--- src/rtl/uart_arb_pkg.sv ---
// Shared types and helpers for the UART transmit arbiter.
// UART_ARB_TAG_EN adds the TAG_NEXT state used for per-packet tag bytes.
package uart_arb_pkg;

    localparam int GRANT_W = 4;
    localparam int MAX_REQ = 16;
    localparam logic [7:0] TAG_BASE = 8'hA0;

    typedef enum logic [1:0] {
        ST_IDLE      = 2'd0,
        ST_WAIT_LOW  = 2'd1,
        ST_WAIT_HIGH = 2'd2
`ifdef UART_ARB_TAG_EN
        , ST_TAG_NEXT = 2'd3
`endif
    } state_t;

    typedef struct packed {
        logic               found;
        logic [GRANT_W-1:0] idx;
    } rr_result_t;

    // First set bit of valid scanning upward from ptr+1, wrapping modulo n.
    // The last slot visited is ptr itself, so a lone requester is re-granted.
    function automatic rr_result_t rr_next(input logic [GRANT_W-1:0] ptr,
                                           input logic [MAX_REQ-1:0] valid,
                                           input int n);
        rr_result_t res;
        logic [GRANT_W:0] idx;
        res = '0;
        for (int k = 1; k <= MAX_REQ; k++) begin
            if (k <= n && !res.found) begin
                idx = (GRANT_W+1)'(ptr) + (GRANT_W+1)'(k);
                if (idx >= (GRANT_W+1)'(n)) begin
                    idx = idx - (GRANT_W+1)'(n);
                end
                if (valid[idx[GRANT_W-1:0]]) begin
                    res.found = 1'b1;
                    res.idx   = idx[GRANT_W-1:0];
                end
            end
        end
        return res;
    endfunction

endpackage

--- src/rtl/uart_tx_arbiter_rr_pick.sv ---
// Combinational rotate-priority picker: finds the next valid requester
// after the round-robin pointer.
module rr_pick
    import uart_arb_pkg::*;
#(
    parameter int N_REQ = 4
) (
    input  logic [GRANT_W-1:0] pointer,
    input  logic [N_REQ-1:0]   valid,
    output logic               found,
    output logic [GRANT_W-1:0] idx
);

    logic [MAX_REQ-1:0] valid_ext;
    rr_result_t         res;

    // Widen the request vector to the helper's fixed width and scan it.
    always_comb begin
        valid_ext              = '0;
        valid_ext[N_REQ-1:0]   = valid;
        res                    = rr_next(pointer, valid_ext, N_REQ);
    end

    assign found = res.found;
    assign idx   = res.idx;

endmodule

--- src/rtl/uart_tx_arbiter.sv ---
// Round-robin arbiter sharing one UART transmitter between N_REQ byte
// sources. A granted requester keeps the grant until it sends a byte
// marked last. Optional macro UART_ARB_TAG_EN prefixes each packet with
// a tag byte TAG_BASE | grant_id.
module uart_tx_arbiter
    import uart_arb_pkg::*;
#(
    parameter int N_REQ       = 4,
    parameter int LOW_TIMEOUT = 8
) (
    input  logic                 clk,
    input  logic                 rst,
    input  logic [N_REQ-1:0]     req_valid,
    input  logic [N_REQ-1:0]     req_last,
    input  logic [8*N_REQ-1:0]   req_data,
    output logic [N_REQ-1:0]     req_ack,
    input  logic                 uart_ready,
    output logic                 uart_send,
    output logic [7:0]           uart_data,
    output logic [GRANT_W-1:0]   grant_id,
    output logic                 locked,
    output logic                 busy
);

    localparam int CNT_W = $clog2(LOW_TIMEOUT + 1);

    state_t               state_reg, state_next;
    logic [N_REQ-1:0]     req_ack_reg, req_ack_next;
    logic                 uart_send_reg, uart_send_next;
    logic [7:0]           uart_data_reg, uart_data_next;
    logic [GRANT_W-1:0]   grant_reg, grant_next;
    logic [GRANT_W-1:0]   ptr_reg, ptr_next;
    logic                 locked_reg, locked_next;
    logic                 busy_reg, busy_next;
    logic [CNT_W-1:0]     cnt_reg, cnt_next;
`ifdef UART_ARB_TAG_EN
    logic [7:0]           hold_data_reg, hold_data_next;
    logic                 hold_last_reg, hold_last_next;
    logic                 tag_pending_reg, tag_pending_next;
`endif

    logic [MAX_REQ-1:0]   valid_ext;
    logic [MAX_REQ-1:0]   last_ext;
    logic [7:0]           data_arr [MAX_REQ];
    logic [N_REQ-1:0]     ack_hit;
    logic                 pick_found;
    logic [GRANT_W-1:0]   pick_idx;
    logic                 take;
    logic [GRANT_W-1:0]   win;

    // Spread requester lanes onto fixed-size tables so a 4-bit grant can
    // index them directly; unused lanes read as idle.
    generate
        for (genvar gi = 0; gi < MAX_REQ; gi++) begin : g_lane
            if (gi < N_REQ) begin : g_used
                assign valid_ext[gi] = req_valid[gi];
                assign last_ext[gi]  = req_last[gi];
                assign data_arr[gi]  = req_data[8*gi +: 8];
            end else begin : g_pad
                assign valid_ext[gi] = 1'b0;
                assign last_ext[gi]  = 1'b0;
                assign data_arr[gi]  = 8'h00;
            end
        end
        for (genvar gi = 0; gi < N_REQ; gi++) begin : g_ack
            assign ack_hit[gi] = (win == GRANT_W'(gi));
        end
    endgenerate

    rr_pick #(
        .N_REQ   (N_REQ)
    ) u_rr_pick (
        .pointer (ptr_reg),
        .valid   (req_valid),
        .found   (pick_found),
        .idx     (pick_idx)
    );

    // Choose this cycle's winner: a held packet pins the grant, otherwise
    // the round-robin picker decides. Nothing is taken while the UART is busy.
    always_comb begin
        take = 1'b0;
        win  = grant_reg;
        if (state_reg == ST_IDLE && uart_ready) begin
            if (locked_reg) begin
                take = valid_ext[grant_reg];
            end else begin
                win  = pick_idx;
                take = pick_found;
            end
        end
    end

    // Next-state logic for the send / wait-low / wait-high handshake.
    always_comb begin
        state_next     = state_reg;
        req_ack_next   = '0;
        uart_send_next = 1'b0;
        uart_data_next = uart_data_reg;
        grant_next     = grant_reg;
        ptr_next       = ptr_reg;
        locked_next    = locked_reg;
        cnt_next       = cnt_reg;
`ifdef UART_ARB_TAG_EN
        hold_data_next   = hold_data_reg;
        hold_last_next   = hold_last_reg;
        tag_pending_next = tag_pending_reg;
`endif
        case (state_reg)
            ST_IDLE: begin
                if (take) begin
                    grant_next     = win;
                    ptr_next       = win;
                    uart_send_next = 1'b1;
                    cnt_next       = '0;
                    state_next     = ST_WAIT_LOW;
`ifdef UART_ARB_TAG_EN
                    if (!locked_reg) begin
                        // New packet: send the tag now, park the data byte.
                        uart_data_next   = TAG_BASE | {{(8-GRANT_W){1'b0}}, win};
                        hold_data_next   = data_arr[win];
                        hold_last_next   = last_ext[win];
                        tag_pending_next = 1'b1;
                        locked_next      = 1'b1;
                    end else begin
                        uart_data_next = data_arr[win];
                        req_ack_next   = ack_hit;
                        locked_next    = ~last_ext[win];
                    end
`else
                    uart_data_next = data_arr[win];
                    req_ack_next   = ack_hit;
                    locked_next    = ~last_ext[win];
`endif
                end
            end
            ST_WAIT_LOW: begin
                // A UART that never shows ready low is assumed to have taken
                // the byte once the timeout expires.
                if (!uart_ready) begin
                    state_next = ST_WAIT_HIGH;
                    cnt_next   = '0;
                end else if (cnt_reg == CNT_W'(LOW_TIMEOUT - 1)) begin
                    state_next = ST_WAIT_HIGH;
                    cnt_next   = '0;
                end else begin
                    cnt_next = cnt_reg + CNT_W'(1);
                end
            end
            ST_WAIT_HIGH: begin
                if (uart_ready) begin
`ifdef UART_ARB_TAG_EN
                    state_next = tag_pending_reg ? ST_TAG_NEXT : ST_IDLE;
`else
                    state_next = ST_IDLE;
`endif
                end
            end
`ifdef UART_ARB_TAG_EN
            ST_TAG_NEXT: begin
                // Release the parked data byte; the requester is acked only now.
                if (uart_ready) begin
                    uart_send_next   = 1'b1;
                    uart_data_next   = hold_data_reg;
                    req_ack_next     = ack_hit;
                    locked_next      = ~hold_last_reg;
                    tag_pending_next = 1'b0;
                    cnt_next         = '0;
                    state_next       = ST_WAIT_LOW;
                end
            end
`endif
            default: begin
                state_next = ST_IDLE;
            end
        endcase
        busy_next = (state_next != ST_IDLE);
    end

    // State and output registers with asynchronous reset.
    always_ff @(posedge clk or posedge rst) begin
        if (rst) begin
            state_reg     <= ST_IDLE;
            req_ack_reg   <= '0;
            uart_send_reg <= 1'b0;
            uart_data_reg <= 8'h00;
            grant_reg     <= GRANT_W'(N_REQ - 1);
            ptr_reg       <= GRANT_W'(N_REQ - 1);
            locked_reg    <= 1'b0;
            busy_reg      <= 1'b0;
            cnt_reg       <= '0;
`ifdef UART_ARB_TAG_EN
            hold_data_reg   <= 8'h00;
            hold_last_reg   <= 1'b0;
            tag_pending_reg <= 1'b0;
`endif
        end else begin
            state_reg     <= state_next;
            req_ack_reg   <= req_ack_next;
            uart_send_reg <= uart_send_next;
            uart_data_reg <= uart_data_next;
            grant_reg     <= grant_next;
            ptr_reg       <= ptr_next;
            locked_reg    <= locked_next;
            busy_reg      <= busy_next;
            cnt_reg       <= cnt_next;
`ifdef UART_ARB_TAG_EN
            hold_data_reg   <= hold_data_next;
            hold_last_reg   <= hold_last_next;
            tag_pending_reg <= tag_pending_next;
`endif
        end
    end

    assign req_ack   = req_ack_reg;
    assign uart_send = uart_send_reg;
    assign uart_data = uart_data_reg;
    assign grant_id  = grant_reg;
    assign locked    = locked_reg;
    assign busy      = busy_reg;

endmodule

--- config.mk ---
export PLATFORM = sky130hd
export DESIGN_NAME = uart_tx_arbiter
export DESIGN_NICKNAME = d
export VERILOG_FILES = /design/src/rtl/uart_arb_pkg.sv /design/src/rtl/uart_tx_arbiter_rr_pick.sv /design/src/rtl/uart_tx_arbiter.sv
export SDC_FILE = /design/constraint.sdc
export NUM_CORES = 1
export LEC_CHECK = 0
export CORE_MARGIN = 1
export CORE_UTILIZATION = 30
export CTS_CLUSTER_SIZE = 28
export DETAILED_ROUTE_END_ITERATION = 6
export DONT_BUFFER_PORTS = 1
export GPL_TIMING_DRIVEN = 0
export PLACE_DENSITY = 0.47
export SKIP_LAST_GASP = 1
export SLEW_MARGIN = 5
export SYNTH_ARGS = -nofsm -noshare
export SYNTH_HDL_FRONTEND = slang
export SYNTH_HIERARCHICAL = 1
export SYNTH_SLANG_ARGS = --single-unit
--- constraint.sdc ---
create_clock -name clk -period 10.7 [get_ports clk]
set_clock_uncertainty 0.2 [all_clocks]
set_input_delay 3.21 -clock clk [delete_from_list [all_inputs] [get_ports clk]]
set_output_delay 3.21 -clock clk [all_outputs]
set_load 0.05 [all_outputs]
==> impl_results.md <==
- GRT overflow: 0
- Height of the die: 82.9 um
- Synthesized area per cell: 11.4 sq um
- TritonCTS Buffers: 3
- RD Place Congestion: 0.793
- Initial DRT Pass Iterations: 4
- Die area: 0.00687 sq mm
- Max-slew violations: 0
- CP required: 10.67 ns
- Clk buf depth: 2
- R2r endpoint: req_ack[3]
- Cell leakage power: 0.900 nW
- Nets@finish: 236
- Hold Crit Class: reg2reg
- EDFF count, synth: 0
- Num rows: 29
- Post-route minimum period: 5.41 ns
- Setup repair after global routing missed its margin: false
- Status: complete, no violations
- Main flop type after synthesis: dfrtp_1
- Setup WS post-layout: 5.29 ns
- Final hold vios: 0
- Total number of vias: 1443
- CP endpoint: req_ack[3]
- Slew Limit Headroom: 0.349
- Tot Pwr: 0.660 mW
- FF-to-FF setup slack: 6.39 ns
- Number of flip-flops in the largest register: 8
- Largest net degree at the start of global routing: 26
- Crit-path slowest cell: mux4_2
- Vias in the first global route: 1516
- Filler instances: 649
- Final setup vio count: 0
- Post-detailed-route count of antenna-violating nets: 0
- Post-CTS Setup Inserts: 0
- Peak supply drop: 0.131 mV
- Drt drc: 0
- Antenna violations before repair: 0
- DPL Wire Length: 3.35 mm
- Vias per cell: 5.68
- Length in cells of the worst reg-to-reg path: 14
- Power Density: 313 mW/mm^2
- Kind of critical path: in2reg
- Clock Latency Late Sink: 0.27 ns
- CTS root buffer: clkbuf_8
- Placement Setup Slack: 5.02 ns
- GRT Util Overall: 0.136
- Max cap viols: 0
- Worst R2R Start: ptr_reg[0]
- Clock sink count: 25
- Synthesized cell area: 0.00196 sq mm
- CP max FO: 10
- Yosys reg bits: 25
- CP Launch Type: input port
- Sequential share of the synthesized area: 0.320
- Die X: 82.9 um
- PostCTS Resize Cnt: 0
- CTS H-tree lvls: 1
- YS warnings: 6
- Crit path DAT: 5.38 ns
- CP endpoint kind: flip-flop
- Cell count after synthesis: 172
- TritonCTS clock tree: built
- Max Clk Rate: 0.185 GHz
- Setup TNS: 0 ns
- Area delta synth->final: 7.46%
- Routed wire per std cell: 17.5 um
- Number of hold buffers added after CTS: 0
- CP Launch Point: req_valid[3]
- Port-buffer cells: 0
- Final period util: 0.506
- Synth async-reset ratio: 1.00
- Synth cell types: 55
- Initial Util: 0.311
- First-pass GRT wire length: 7.58 mm
- Worst Max-Slew Pin Slew: 0.975 ns
- Total Wirelength: 4.45 mm
- Clock-pin slew on the worst setup and hold paths: 0.09 ns
- Drt first-iter violations: 48
- Share of cells above drive strength 1: 0.215
- Worst stage delay on the critical path: 0.44 ns
- Diode count: 0
- Final core occ: 0.334
- Crit-path cells: mux4_2 > nand3b_1 > nand2_1 > or3_1 > nor2b_1 > a32oi_1 > nor2_1 > and3_1
- Core region area: 0.00631 sq mm
- I/O Pins: 62
[per-stage QoR]
step	instance area [sq um]	instances	hold slack, ns
after floorplan	1970	173	0.287
after global placement	2060	250	0.321
after detailed placement	2060	250	0.333
after CTS	2110	254	0.348
after global routing	2110	254	0.401
final	2110	254	0.350
[routing by layer]
metal | track usage | part of all wire
met3 | 0.0278 | 0.069
met2 | 0.222 | 0.47
met5 | 0 | 0
met4 | 0.0486 | 0.011
met1 | 0.179 | 0.45
[where the power goes]
part / internal [mW] / switching (mW) / leakage [nW]
registers: 0.125 / 0.125 / 0.321
clock network: 0.0261 / 0.0321 / 0.0255
logic: 0.174 / 0.177 / 0.553
[logic make-up after synthesis]
family          after synthesis  share of synthesized area
compound gates               40                      0.157
xor+xnor                      5                     0.0223
fa+ha+maj                    15                     0.0957
buf+inv                      18                     0.0516
flops                        25                      0.320
mux                          21                      0.203
other cells                   1                    0.00191
simple gates                 47                      0.148
[how the worst min path moves through the flow]
stage | start | to | slack [ns] | cells past startpoint
2_1_floorplan | cnt_reg[0] | cnt_reg[0] | 0.29 | 1
3_3_place_gp | cnt_reg[0] | cnt_reg[0] | 0.32 | 1
3_5_place_dp | cnt_reg[0] | cnt_reg[0] | 0.33 | 1
4_1_cts | cnt_reg[0] | cnt_reg[0] | 0.35 | 1
5_1_grt | cnt_reg[3] | cnt_reg[3] | 0.40 | 1
6_report | cnt_reg[0] | cnt_reg[0] | 0.35 | 1
[critical path: cells and delay by family]
family,cells,cell delay [ns]
multiplexers,1,0.44
AO/OA/AOI/OAI,1,0.41
AND/OR/NAND/NOR,6,1.33
[cell type report]
type	instances	area, sq um	area share
flip-flops and latches	25	628	0.298
clock inverters	1	5.00	0.00237
multi-input cells	130	1240	0.586
clock buffers	3	41.3	0.0196
well taps	77	96.3	0.0457
inverters	10	37.5	0.0178
plain buffers	8	63.8	0.0303
[cell usage after synthesis, drive strengths merged, types with 2 or more instances]
cell type,instances,area (sq um)
mux2i,2,20.0
a21oi,8,51.3
inv,10,37.5
nand2,8,30.0
dfrtp,23,576
o21ai,5,25.0
o21a,2,15.0
mux4,13,308
nand3,3,15.0
o32ai,2,25.0
buf,8,63.8
or2,2,12.5
nor4b,4,50.1
ha,15,188
a31o,2,17.5
xnor2,4,35.0
nor2b,5,33.8
nand3b,3,22.5
nand2b,3,18.8
a22o,9,78.8
nor2,10,37.5
dfstp,2,52.6
and2,2,15.0
a21o,2,15.0
mux2,6,71.3
nand4b,2,17.5
[cells in the final DEF, fill, tap and decap left out, types with 2 or more instances in the layout]
master,count
mux2i_1,2
mux2_2,5
xnor2_1,4
a21oi_1,7
dfstp_2,2
clkbuf_8,3
buf_4,2
nor2b_1,4
nand3b_1,3
o21ai_0,4
ha_1,15
nor2_1,10
o21a_1,2
nor4b_1,3
a21o_1,2
mux4_2,9
a22o_1,9
nand2b_1,3
buf_6,3
conb_1,2
dfrtp_1,23
a31o_2,2
nand4b_1,2
nand2_1,8
mux4_1,4
buf_2,3
inv_1,9
nand3_1,3
Power figures use the tool's default switching activity.
